===== src/rtl/spu_issue_ctrl.sv =====
// spu_issue_ctrl: dual-issue scheduler between decode and the even/odd pipe
// pair. Buffers one instruction pair, resolves structural and RAW hazards
// against a per-pipe countdown scoreboard, and drives one registered issue
// per pipe per cycle.
module spu_issue_ctrl #(
  parameter int INSTR_W  = 64,
  parameter int SB_DEPTH = 8,
  parameter int LAT_W    = 3
) (
  input  logic               clk,
  input  logic               rst,
  input  logic               pair_valid,
  output logic               pair_ready,
  input  logic               s0_valid,
  input  logic               s1_valid,
  input  logic [INSTR_W-1:0] s0_instr,
  input  logic [INSTR_W-1:0] s1_instr,
  input  logic               s0_pipe,
  input  logic               s1_pipe,
  input  logic [6:0]         s0_ra,
  input  logic [6:0]         s0_rb,
  input  logic [6:0]         s0_rc,
  input  logic [6:0]         s1_ra,
  input  logic [6:0]         s1_rb,
  input  logic [6:0]         s1_rc,
  input  logic [2:0]         s0_use,
  input  logic [2:0]         s1_use,
  input  logic [6:0]         s0_rt,
  input  logic [6:0]         s1_rt,
  input  logic               s0_wr,
  input  logic               s1_wr,
  input  logic [LAT_W-1:0]   s0_lat,
  input  logic [LAT_W-1:0]   s1_lat,
  input  logic               flush,
  output logic               ep_valid,
  output logic               op_valid,
  output logic [INSTR_W-1:0] ep_instr,
  output logic [INSTR_W-1:0] op_instr,
  output logic [31:0]        stall_cnt
);

  localparam int IDX_W = (SB_DEPTH > 1) ? $clog2(SB_DEPTH) : 1;

  typedef enum logic [1:0] {
    ST_EMPTY = 2'd0,
    ST_FULL  = 2'd1,
    ST_SPLIT = 2'd2
  } state_t;

  typedef struct packed {
    logic [INSTR_W-1:0] instr;
    logic               pipe;
    logic [6:0]         ra;
    logic [6:0]         rb;
    logic [6:0]         rc;
    logic [2:0]         src_use;  // {ra, rb, rc}
    logic [6:0]         rt;
    logic               wr;
    logic [LAT_W-1:0]   lat;
  } slot_t;

  // Pair buffer
  state_t r_state;
  slot_t  r_s0;
  slot_t  r_s1;
  logic   r_s1_pend;

  // Scoreboard, indexed [pipe][entry]
  logic               r_sb_vld [2][SB_DEPTH];
  logic [6:0]         r_sb_rt  [2][SB_DEPTH];
  logic [LAT_W-1:0]   r_sb_cnt [2][SB_DEPTH];

  // Registered outputs
  logic               r_ep_valid;
  logic               r_op_valid;
  logic [INSTR_W-1:0] r_ep_instr;
  logic [INSTR_W-1:0] r_op_instr;
  logic [31:0]        r_stall_cnt;

  slot_t              w_s0_in;
  slot_t              w_s1_in;
  logic               w_s0_blocked;
  logic               w_s1_blocked;
  logic               w_free_any [2];
  logic [IDX_W-1:0]   w_free_idx [2];
  logic               w_s0_ready;
  logic               w_s1_ready;
  logic               w_intra_raw;
  logic               w_waw;
  logic               w_dual;
  logic               w_iss0;
  logic               w_iss1;
  logic               w_last;
  logic               w_pair_ready;
  logic               w_take;

  function automatic logic reads_reg(input slot_t s, input logic [6:0] r);
    return (s.src_use[2] && (s.ra == r)) ||
           (s.src_use[1] && (s.rb == r)) ||
           (s.src_use[0] && (s.rc == r));
  endfunction

  // A latency of 0 is treated as 1, so both start the countdown at 0.
  function automatic logic [LAT_W-1:0] start_cnt(input logic [LAT_W-1:0] lat);
    return (lat == '0) ? '0 : lat - 1'b1;
  endfunction

  assign w_s0_in = '{instr: s0_instr, pipe: s0_pipe, ra: s0_ra, rb: s0_rb, rc: s0_rc,
                     src_use: s0_use, rt: s0_rt, wr: s0_wr, lat: s0_lat};
  assign w_s1_in = '{instr: s1_instr, pipe: s1_pipe, ra: s1_ra, rb: s1_rb, rc: s1_rc,
                     src_use: s1_use, rt: s1_rt, wr: s1_wr, lat: s1_lat};

  // RAW check of both buffered slots against every counting entry of both pipes.
  always_comb begin
    // NOTE: every always_comb target gets a default first, so no path leaves
    // it unassigned and no latch is inferred.
    w_s0_blocked = 1'b0;
    w_s1_blocked = 1'b0;
    for (int p = 0; p < 2; p++) begin
      for (int e = 0; e < SB_DEPTH; e++) begin
        if (r_sb_vld[p][e] && (r_sb_cnt[p][e] != '0)) begin
          if (reads_reg(r_s0, r_sb_rt[p][e])) w_s0_blocked = 1'b1;
          if (reads_reg(r_s1, r_sb_rt[p][e])) w_s1_blocked = 1'b1;
        end
      end
    end
  end

  // Lowest-numbered free scoreboard entry per pipe.
  always_comb begin
    for (int p = 0; p < 2; p++) begin
      w_free_any[p] = 1'b0;
      w_free_idx[p] = '0;
      for (int e = SB_DEPTH - 1; e >= 0; e--) begin
        if (!r_sb_vld[p][e]) begin
          w_free_any[p] = 1'b1;
          w_free_idx[p] = IDX_W'(e);
        end
      end
    end
  end

  // A writer also needs a free entry in its own pipe.
  assign w_s0_ready  = !w_s0_blocked && (!r_s0.wr || w_free_any[r_s0.pipe]);
  assign w_s1_ready  = !w_s1_blocked && (!r_s1.wr || w_free_any[r_s1.pipe]);

  assign w_intra_raw = r_s0.wr && reads_reg(r_s1, r_s0.rt);
  assign w_waw       = r_s0.wr && r_s1.wr && (r_s0.rt == r_s1.rt);
  assign w_dual      = r_s1_pend && w_s0_ready && w_s1_ready &&
                       (r_s0.pipe != r_s1.pipe) && !w_intra_raw && !w_waw;

  assign w_iss0 = !flush && (r_state == ST_FULL) && w_s0_ready;
  assign w_iss1 = !flush && (((r_state == ST_FULL) && w_dual) ||
                             ((r_state == ST_SPLIT) && w_s1_ready));

  // The last pending slot leaves this cycle, so the buffer can refill at this edge.
  assign w_last = ((r_state == ST_FULL) && w_iss0 && (!r_s1_pend || w_iss1)) ||
                  ((r_state == ST_SPLIT) && w_iss1);

  assign w_pair_ready = !rst && !flush && ((r_state == ST_EMPTY) || w_last);
  assign w_take       = pair_valid && w_pair_ready;

  // Pair buffer FSM: capture, split issue and flush.
  always_ff @(posedge clk or posedge rst) begin
    if (rst) begin
      r_state   <= ST_EMPTY;
      r_s1_pend <= 1'b0;
      r_s0      <= '0;
      r_s1      <= '0;
    end else if (flush) begin
      r_state   <= ST_EMPTY;
      r_s1_pend <= 1'b0;
    end else if (w_take) begin
      // NOTE: non-blocking assignments, so every register here samples the
      // pre-edge values no matter the statement order.
      r_s0      <= w_s0_in;
      r_s1      <= w_s1_in;
      r_s1_pend <= s1_valid;
      if (s0_valid)      r_state <= ST_FULL;
      else if (s1_valid) r_state <= ST_SPLIT;
      else               r_state <= ST_EMPTY;
    end else if (w_last) begin
      r_state   <= ST_EMPTY;
      r_s1_pend <= 1'b0;
    end else if (w_iss0) begin
      r_state   <= ST_SPLIT;
    end
  end

  // Scoreboard countdown, release and allocation.
  always_ff @(posedge clk or posedge rst) begin
    if (rst) begin
      // NOTE: the scoreboard is tiny and must read as empty out of reset, so
      // every field is cleared rather than only the valid bits.
      for (int p = 0; p < 2; p++) begin
        for (int e = 0; e < SB_DEPTH; e++) begin
          r_sb_vld[p][e] <= 1'b0;
          r_sb_rt[p][e]  <= '0;
          r_sb_cnt[p][e] <= '0;
        end
      end
    end else begin
      for (int p = 0; p < 2; p++) begin
        for (int e = 0; e < SB_DEPTH; e++) begin
          if (r_sb_vld[p][e]) begin
            if (r_sb_cnt[p][e] == '0) r_sb_vld[p][e] <= 1'b0;
            else                      r_sb_cnt[p][e] <= r_sb_cnt[p][e] - 1'b1;
          end
        end
      end
      // Allocations target entries that are currently free, so they never
      // collide with the countdown above; dual issue always uses both pipes.
      if (w_iss0 && r_s0.wr) begin
        r_sb_vld[r_s0.pipe][w_free_idx[r_s0.pipe]] <= 1'b1;
        r_sb_rt[r_s0.pipe][w_free_idx[r_s0.pipe]]  <= r_s0.rt;
        r_sb_cnt[r_s0.pipe][w_free_idx[r_s0.pipe]] <= start_cnt(r_s0.lat);
      end
      if (w_iss1 && r_s1.wr) begin
        r_sb_vld[r_s1.pipe][w_free_idx[r_s1.pipe]] <= 1'b1;
        r_sb_rt[r_s1.pipe][w_free_idx[r_s1.pipe]]  <= r_s1.rt;
        r_sb_cnt[r_s1.pipe][w_free_idx[r_s1.pipe]] <= start_cnt(r_s1.lat);
      end
    end
  end

  // Registered issue to the even and odd pipes; payload holds when idle.
  always_ff @(posedge clk or posedge rst) begin
    if (rst) begin
      r_ep_valid <= 1'b0;
      r_op_valid <= 1'b0;
      r_ep_instr <= '0;
      r_op_instr <= '0;
    end else begin
      r_ep_valid <= (w_iss0 && !r_s0.pipe) || (w_iss1 && !r_s1.pipe);
      r_op_valid <= (w_iss0 &&  r_s0.pipe) || (w_iss1 &&  r_s1.pipe);
      if (w_iss0 && !r_s0.pipe)      r_ep_instr <= r_s0.instr;
      else if (w_iss1 && !r_s1.pipe) r_ep_instr <= r_s1.instr;
      if (w_iss0 && r_s0.pipe)       r_op_instr <= r_s0.instr;
      else if (w_iss1 && r_s1.pipe)  r_op_instr <= r_s1.instr;
    end
  end

  // Saturating count of cycles where a pending slot does not issue.
  always_ff @(posedge clk or posedge rst) begin
    if (rst) begin
      r_stall_cnt <= '0;
    end else if ((r_state != ST_EMPTY) && !w_iss0 && !w_iss1 && !flush &&
                 (r_stall_cnt != '1)) begin
      r_stall_cnt <= r_stall_cnt + 1'b1;
    end
  end

  assign pair_ready = w_pair_ready;
  assign ep_valid   = r_ep_valid;
  assign op_valid   = r_op_valid;
  assign ep_instr   = r_ep_instr;
  assign op_instr   = r_op_instr;
  assign stall_cnt  = r_stall_cnt;

endmodule


===== config.mk =====
export PLATFORM = sky130hd
export DESIGN_NAME = spu_issue_ctrl
export DESIGN_NICKNAME = d
export VERILOG_FILES = /design/src/rtl/spu_issue_ctrl.sv
export SDC_FILE = /design/constraint.sdc
export NUM_CORES = 2
export LEC_CHECK = 0
export BUFFER_PORTS_ARGS = -buffer_cell sky130_fd_sc_hd__buf_2
export CORE_MARGIN = 5
export CORE_UTILIZATION = 40
export DETAILED_ROUTE_END_ITERATION = 10
export HOLD_SLACK_MARGIN = 0.02
export PLACE_DENSITY_LB_ADDON = 0.1
export SLEW_MARGIN = 20
export SYNTH_ARGS = -nofsm -noshare
export SYNTH_HDL_FRONTEND = slang
export SYNTH_SLANG_ARGS = --single-unit

===== constraint.sdc =====
create_clock -name clk -period 19.95 [get_ports clk]
set_input_delay 1.995 -clock clk [delete_from_list [all_inputs] [get_ports clk]]
set_output_delay 1.995 -clock clk [all_outputs]
set_load 0.01 [all_outputs]

======== After elaboration in Yosys (flattened, before gate mapping) ========
Cells that the tools add are included.
W data, S select, Z words.
word-level totals
  output and inout bits ................... 163
  logic and storage cells ................. 710
  register bits ........................... 541
  bits of input ports ..................... 206
cells by class
  add/subtract/negate cells ............... 19
  reduce and logical (&&, ||, !) cells .... 278
  bitwise operators ....................... 7
  eq/ne operators ......................... 104
  order comparisons ....................... 8
  mux-type cells .......................... 221
operator list
  operator                 count
  $eq A7 B7 Y1             100
  $mux W64                 4
  $bwmux W112              2
  $mux W112                2
  $mux W3                  58
  $logic_and A1 B1 Y1      150
  $mux W1                  123
  $demux W56 S1            2
  $mux W56                 2
  $bwmux W48               2
  $mux W48                 2
  $logic_or A1 B1 Y1       74
  $logic_not A3 Y1         18
  $sub A3 B1 Y3 const B    18
  $reduce_bool A3 Y1       17
  $demux W24 S1            2
  $mux W24                 2
  $demux W7 S3             2
  $add A32 B1 Y32 const B  1
  $mux W16                 2
  $ne A32 B32 Y1 const B   1
  $or A16 B16 Y16          2
  $demux W3 S3             2
  $demux W8 S1             2
  other kinds (19)         47

======== Longest topological paths before layout ========
  depth in word-level cells ............... 54
  gate-level depth with buffers ........... 16

======== Least setup slack after synthesis ========
OpenSTA, ideal clock, no wires.
  path kind ............................... in2reg
  from .................................... input port rst
  to ...................................... register r_s0[0] in the netlist's numbering
  slack ................................... 4.604 ns
  arrival ................................. 15.222 ns
  cell stages on the path ................. 6
  path buffers ............................ 2
  cells stage by stage .................... inv_1 > and3_1 > o21ai_1 > clkbuf_1 > buf_2 > mux2_2
between the ends
  cells in the longest elaborated chain, start to end .. 5
ends and longest elaborated chain
  what                               RTL line  source
  start, declared                    11        input logic rst,
  $logic_not A1 Y1 (no line)         n/a
  $logic_and A1 B1 Y1 (2 in series)  160       assign w_pair_ready = !rst && !flush && ((r_state == ST_EMPTY) || w_last);
  $logic_and A1 B1 Y1                161       assign w_take = pair_valid && w_pair_ready;
  $reduce_and A2 Y1 (no line)        n/a
  end signal, assigned               176       r_s0 <= w_s0_in;
  end, declared                      64        slot_t r_s0;
No other way between the ends.
A chain may end at the register's enable or synchronous reset.

======== Final worst setup path ========
  from .................................... register r_s0[22] in the netlist's numbering
  to ...................................... output port pair_ready
between the ends
  cells in the longest elaborated chain, start to end .. 51
  elaborated cells between the ends (all ways) .. 114
  classes of those cells .................. eq/ne: 16; mux: 32; reduce/logical: 66
ends and longest elaborated chain
  what                   RTL line  source
  $eq A7 B7 Y1           99        (s.src_use[1] && (s.rb == r)) ||
  $logic_and A1 B1 Y1    99
  $logic_or A1 B1 Y1     98        return (s.src_use[2] && (s.ra == r)) ||
  $logic_or A1 B1 Y1     99
  $mux W1                122       if (reads_reg(r_s0, r_sb_rt[p][e])) w_s0_blocked = 1'b1;
  $mux W1                121       if (r_sb_vld[p][e] && (r_sb_cnt[p][e] != '0)) begin
  $mux W1                122
  $mux W1                121
  [... 35 more ...]      n/a
  $logic_and A1 B1 Y1    153       assign w_iss1 = !flush && (((r_state == ST_FULL) && w_dual) ||
  $logic_or A1 B1 Y1     153
  $logic_and A1 B1 Y1    153
  $logic_or A1 B1 Y1     157       assign w_last = ((r_state == ST_FULL) && w_iss0 && (!r_s1_pend || w_iss1)) ||
  $logic_and A1 B1 Y1    157
  $logic_or A1 B1 Y1 *   157
  $logic_or A1 B1 Y1 *   160
  $logic_and A1 B1 Y1 *  160
  end, declared          13        output logic pair_ready,
Mark *: on every way between the ends. The rest lies on a longest branch, timed or not.

==> impl_metrics.csv <==
group,metric,value,unit
floorplan,row_count,109,
outcome,status,"complete, no violations",
worst_setup_path,reg2reg_depth,12,
detailed_routing,dr.first_iter.drc_count,2135,
floorplan,design.die.area,95600,um2
clock_network,post-cts-setup-buffers,0,
synth,yosys.area_share.xor_xnor,18.30,%
synth,synth_area,35800,um2
worst_setup_path,crit_path_end_kind,"output port",
detailed_routing,wl_met1,50.20,mm
finish,area_growth,12.43,%
clock_network,path_clk_slew,0.06,ns
synth,synth_cell_types,62,
placement,dpl_cell_area,37700,um2
hold_path,hp-class,"reg2reg",
synth,synth_seq_cells,541,
grt,track_usage,24.93,%
synth,syn_avg_cell_area,11.15,um2
floorplan,die_w,309.2,um
clock_network,clock_sinks,541,
timing,rsz0062_at_grt,"false",
synth,synthCells,3211,
placement,port_buffers,368,
timing,tns,0,ns
power_and_ir_drop,seqPwrFrac,35.8,%
synth,synth_top_family_by_area,"multiplexers",
synth,synth_nets,3470,
clock_network,clk_latency,0.65,ns
finish,drive_gt1_share,37.13,%
finish,final_nets,3655,
detailed_routing,dr_wl_met2,57.04,mm
floorplan,io_pins,369,
detailed_routing,post_drt_via_cell_ratio,5.568,
worst_setup_path,critPathKind,"reg2out",
power_and_ir_drop,power_switching,1.577,mW
power_and_ir_drop,p_comb_share,33.5,%
run,maxCapViolCount,0,
worst_setup_path,cp.required,17.95,ns
synth,yosys.area_share.simple,8.659,%
clock_network,cts-root-buf,"clkbuf_16",
finish,finalInstanceArea,40260,um2
power_and_ir_drop,power_frac_clock,30.7,%
synth,synth_edf_count,0,
synth,ys_seq_area_share,37.81,%
grt,grt_pass1_vias,26970,
floorplan,die_y,309.2,um
timing,fmax,138.8,MHz
clock_network,numCtsBuffers,69,
synth,synthAdderAreaFrac,1.852,%
timing,skew,0.04942,ns
grt,grt.overflow.total,0,
timing,finalHoldViolCount,0,
finish,fin_util,45.41,%
floorplan,start_util,40.39,%
clock_network,h-tree-depth,3,
grt,grt_pass1_wl,179.9,mm
placement,place_congestion,0.9018,
timing,final-max-slew-violation-count,0,
timing,tightest_slew,1.215,ns
detailed_routing,top_layer_used,"met5",
power_and_ir_drop,p_leak,18.43,nW
timing,min_period,7.205,ns
synth,synthArstFlopShare,100.0,%
power_and_ir_drop,switching_share,36.14,%
timing,report.final.setup_viol,0,
clock_network,cts_resized,0,
synth,yosys_warnings,0,
power_and_ir_drop,power.density,108.4,nW/um2
detailed_routing,routed_wirelength,122.4,mm
detailed_routing,vias,25780,
worst_setup_path,crit_arrival,5.21,ns
detailed_routing,wl_per_cell,26.42,um
synth,ys.flop_type,"dfrtp_1",
worst_setup_path,start_kind,"flip-flop",
grt,grt_max_degree,182,
detailed_routing,met3WireLength,9.387,mm
hold_path,hold_depth,1,
detailed_routing,drt-pass1-iter-count,5,
placement,hpwl,79.68,mm
power_and_ir_drop,internal_power,2.786,mW
worst_setup_path,worst-path-max-fanout,22,
timing,fin_crit_sh,36.12,%
floorplan,core-area,88650,um2
synth,muxShareOfSynthArea,24.81,%
clock_network,cts_tree,"built",
power_and_ir_drop,vdd_drop_max,0.07241,mV
synth,synth-compound-area-share,1.744,%
detailed_routing,drc,0,
detailed_routing,ant_nets,0,
clock_network,cts_buffer_depth,3,
grt,antenna_found_initial,25,
power_and_ir_drop,finalPower,4.363,mW
clock_network,postCtsHoldBufs,0,
timing,slew_headroom,19.00,%
## through the flow
stage	hold WS, ns	setup slack (ns)	cells
after floorplan	0.4857	2.821	3211
after global placement	0.4781	13.21	4489
after detailed placement	0.4788	13.09	4489
after CTS	0.4912	12.72	4614
after global routing	0.5070	12.66	4620
final	0.4904	12.74	4631
## layout make-up
type	count	area, um2
Multi-Input combinational cell	2248	19920
Antenna cell	16	40.04
Timing Repair Buffer	449	2482
Clock inverter	30	489.2
Fill cell	8262	48390
Sequential cell	541	13540
Inverter	87	334.1
Clock buffer	95	1994
Tap cell	1165	1458
## state kept, by name, summed over array words and instances (netlist names)
name       count
ep_instr      64
ep_valid       1
op_instr      64
op_valid       1
r_s0         100
r_s1         100
r_s1_pend      1
r_sb_cnt      48
r_sb_rt      112
r_sb_vld      16
r_state        2
stall_cnt     32
## cell families after synthesis
group | count (synthesis)
flops | 541
simple gates | 565
mux | 780
xor+xnor | 748
buf+inv | 422
compound gates | 102
fa+ha+maj | 53
## layer usage
| metal | vias up | GRT usage (%) |
|---|---|---|
| li1 | 11330 | - |
| met1 | 13120 | 32.06 |
| met2 | 1009 | 40.39 |
| met3 | 310 | 6.189 |
| met4 | 16 | 10.33 |
| met5 | - | 0 |
## synth_stat cells (all sizes together), types with 10 or more instances
cell type / number / area, um2
nand2b: 18 / 112.6
and3: 10 / 62.56
nand4: 150 / 938.4
dfrtp: 541 / 13540
o21ai: 46 / 230.2
clkbuf: 67 / 259.0
a31oi: 20 / 125.1
nand3: 39 / 195.2
xnor2: 362 / 3171
nor4: 76 / 481.7
mux2i: 66 / 660.6
mux2: 714 / 8224
or4: 12 / 116.4
nand2: 71 / 269.0
buf: 261 / 1795
nor2: 123 / 481.7
nor3: 31 / 155.2
xor2: 386 / 3381
ha: 53 / 663.1
inv: 87 / 326.6
## cells in the final DEF (no fill, tap or decap), types with 7 or more instances in the layout
cell type,netlist,layout
nand2_1,70,68
nor2_1,115,115
diode_2,0,16
mux2i_1,66,66
a31oi_1,20,20
o21ai_0,43,41
and3_1,10,10
mux2_1,39,39
and2_1,7,7
clkbuf_1,61,9
clkbuf_8,0,17
nor4_2,1,7
bufinv_16,0,7
buf_4,77,79
nand2b_1,18,18
clkbuf_16,0,69
nor4_1,75,69
xor2_1,386,386
clkinv_2,0,12
nor2_2,8,8
nand3_1,39,39
and4_1,7,7
o211ai_1,8,8
nor3_1,31,31
or4_4,7,7
inv_1,87,86
nand4_1,150,150
mux2_2,626,626
ha_1,53,53
mux2_4,49,49
xnor2_1,362,362
buf_2,141,368
dfrtp_1,541,539
## path summary, 6_finish.rpt
kind	start	endpoint	slack, ns
setup / recovery	r_s0[22]	pair_ready	12.74
hold / removal	stall_cnt[7]	stall_cnt[7]	0.49
setup reg to reg	r_s1[11]	r_s1[14]	13.30
hold reg to reg	stall_cnt[7]	stall_cnt[7]	0.49
max in group asynchronous	rst	r_sb_rt[10]	15.21
min in group asynchronous	rst	r_s1[0]	1.51
## power groups by stage
stage	logic (mW)	clock network, mW	registers (mW)
floorplan	0.988	0	1.53
global placement	1.42	0	1.56
detailed placement	1.46	0	1.57
CTS	1.47	1.38	1.56
global route	1.56	1.42	1.59
finish	1.46	1.34	1.56
## worst max-delay path, cell delays in order (launching register included)
cell      delay [ns]
dfrtp_1         0.76
buf_4           0.37
xor2_1          0.18
nor2_1          0.06
nand4_1         0.09
a31oi_1         0.10
nor4_1          0.72
nor4b_2         0.87
nand2_2         0.50
o21bai_1        0.30
a211oi_1        0.40
buf_2           0.22
Power figures use the tool's default switching activity.
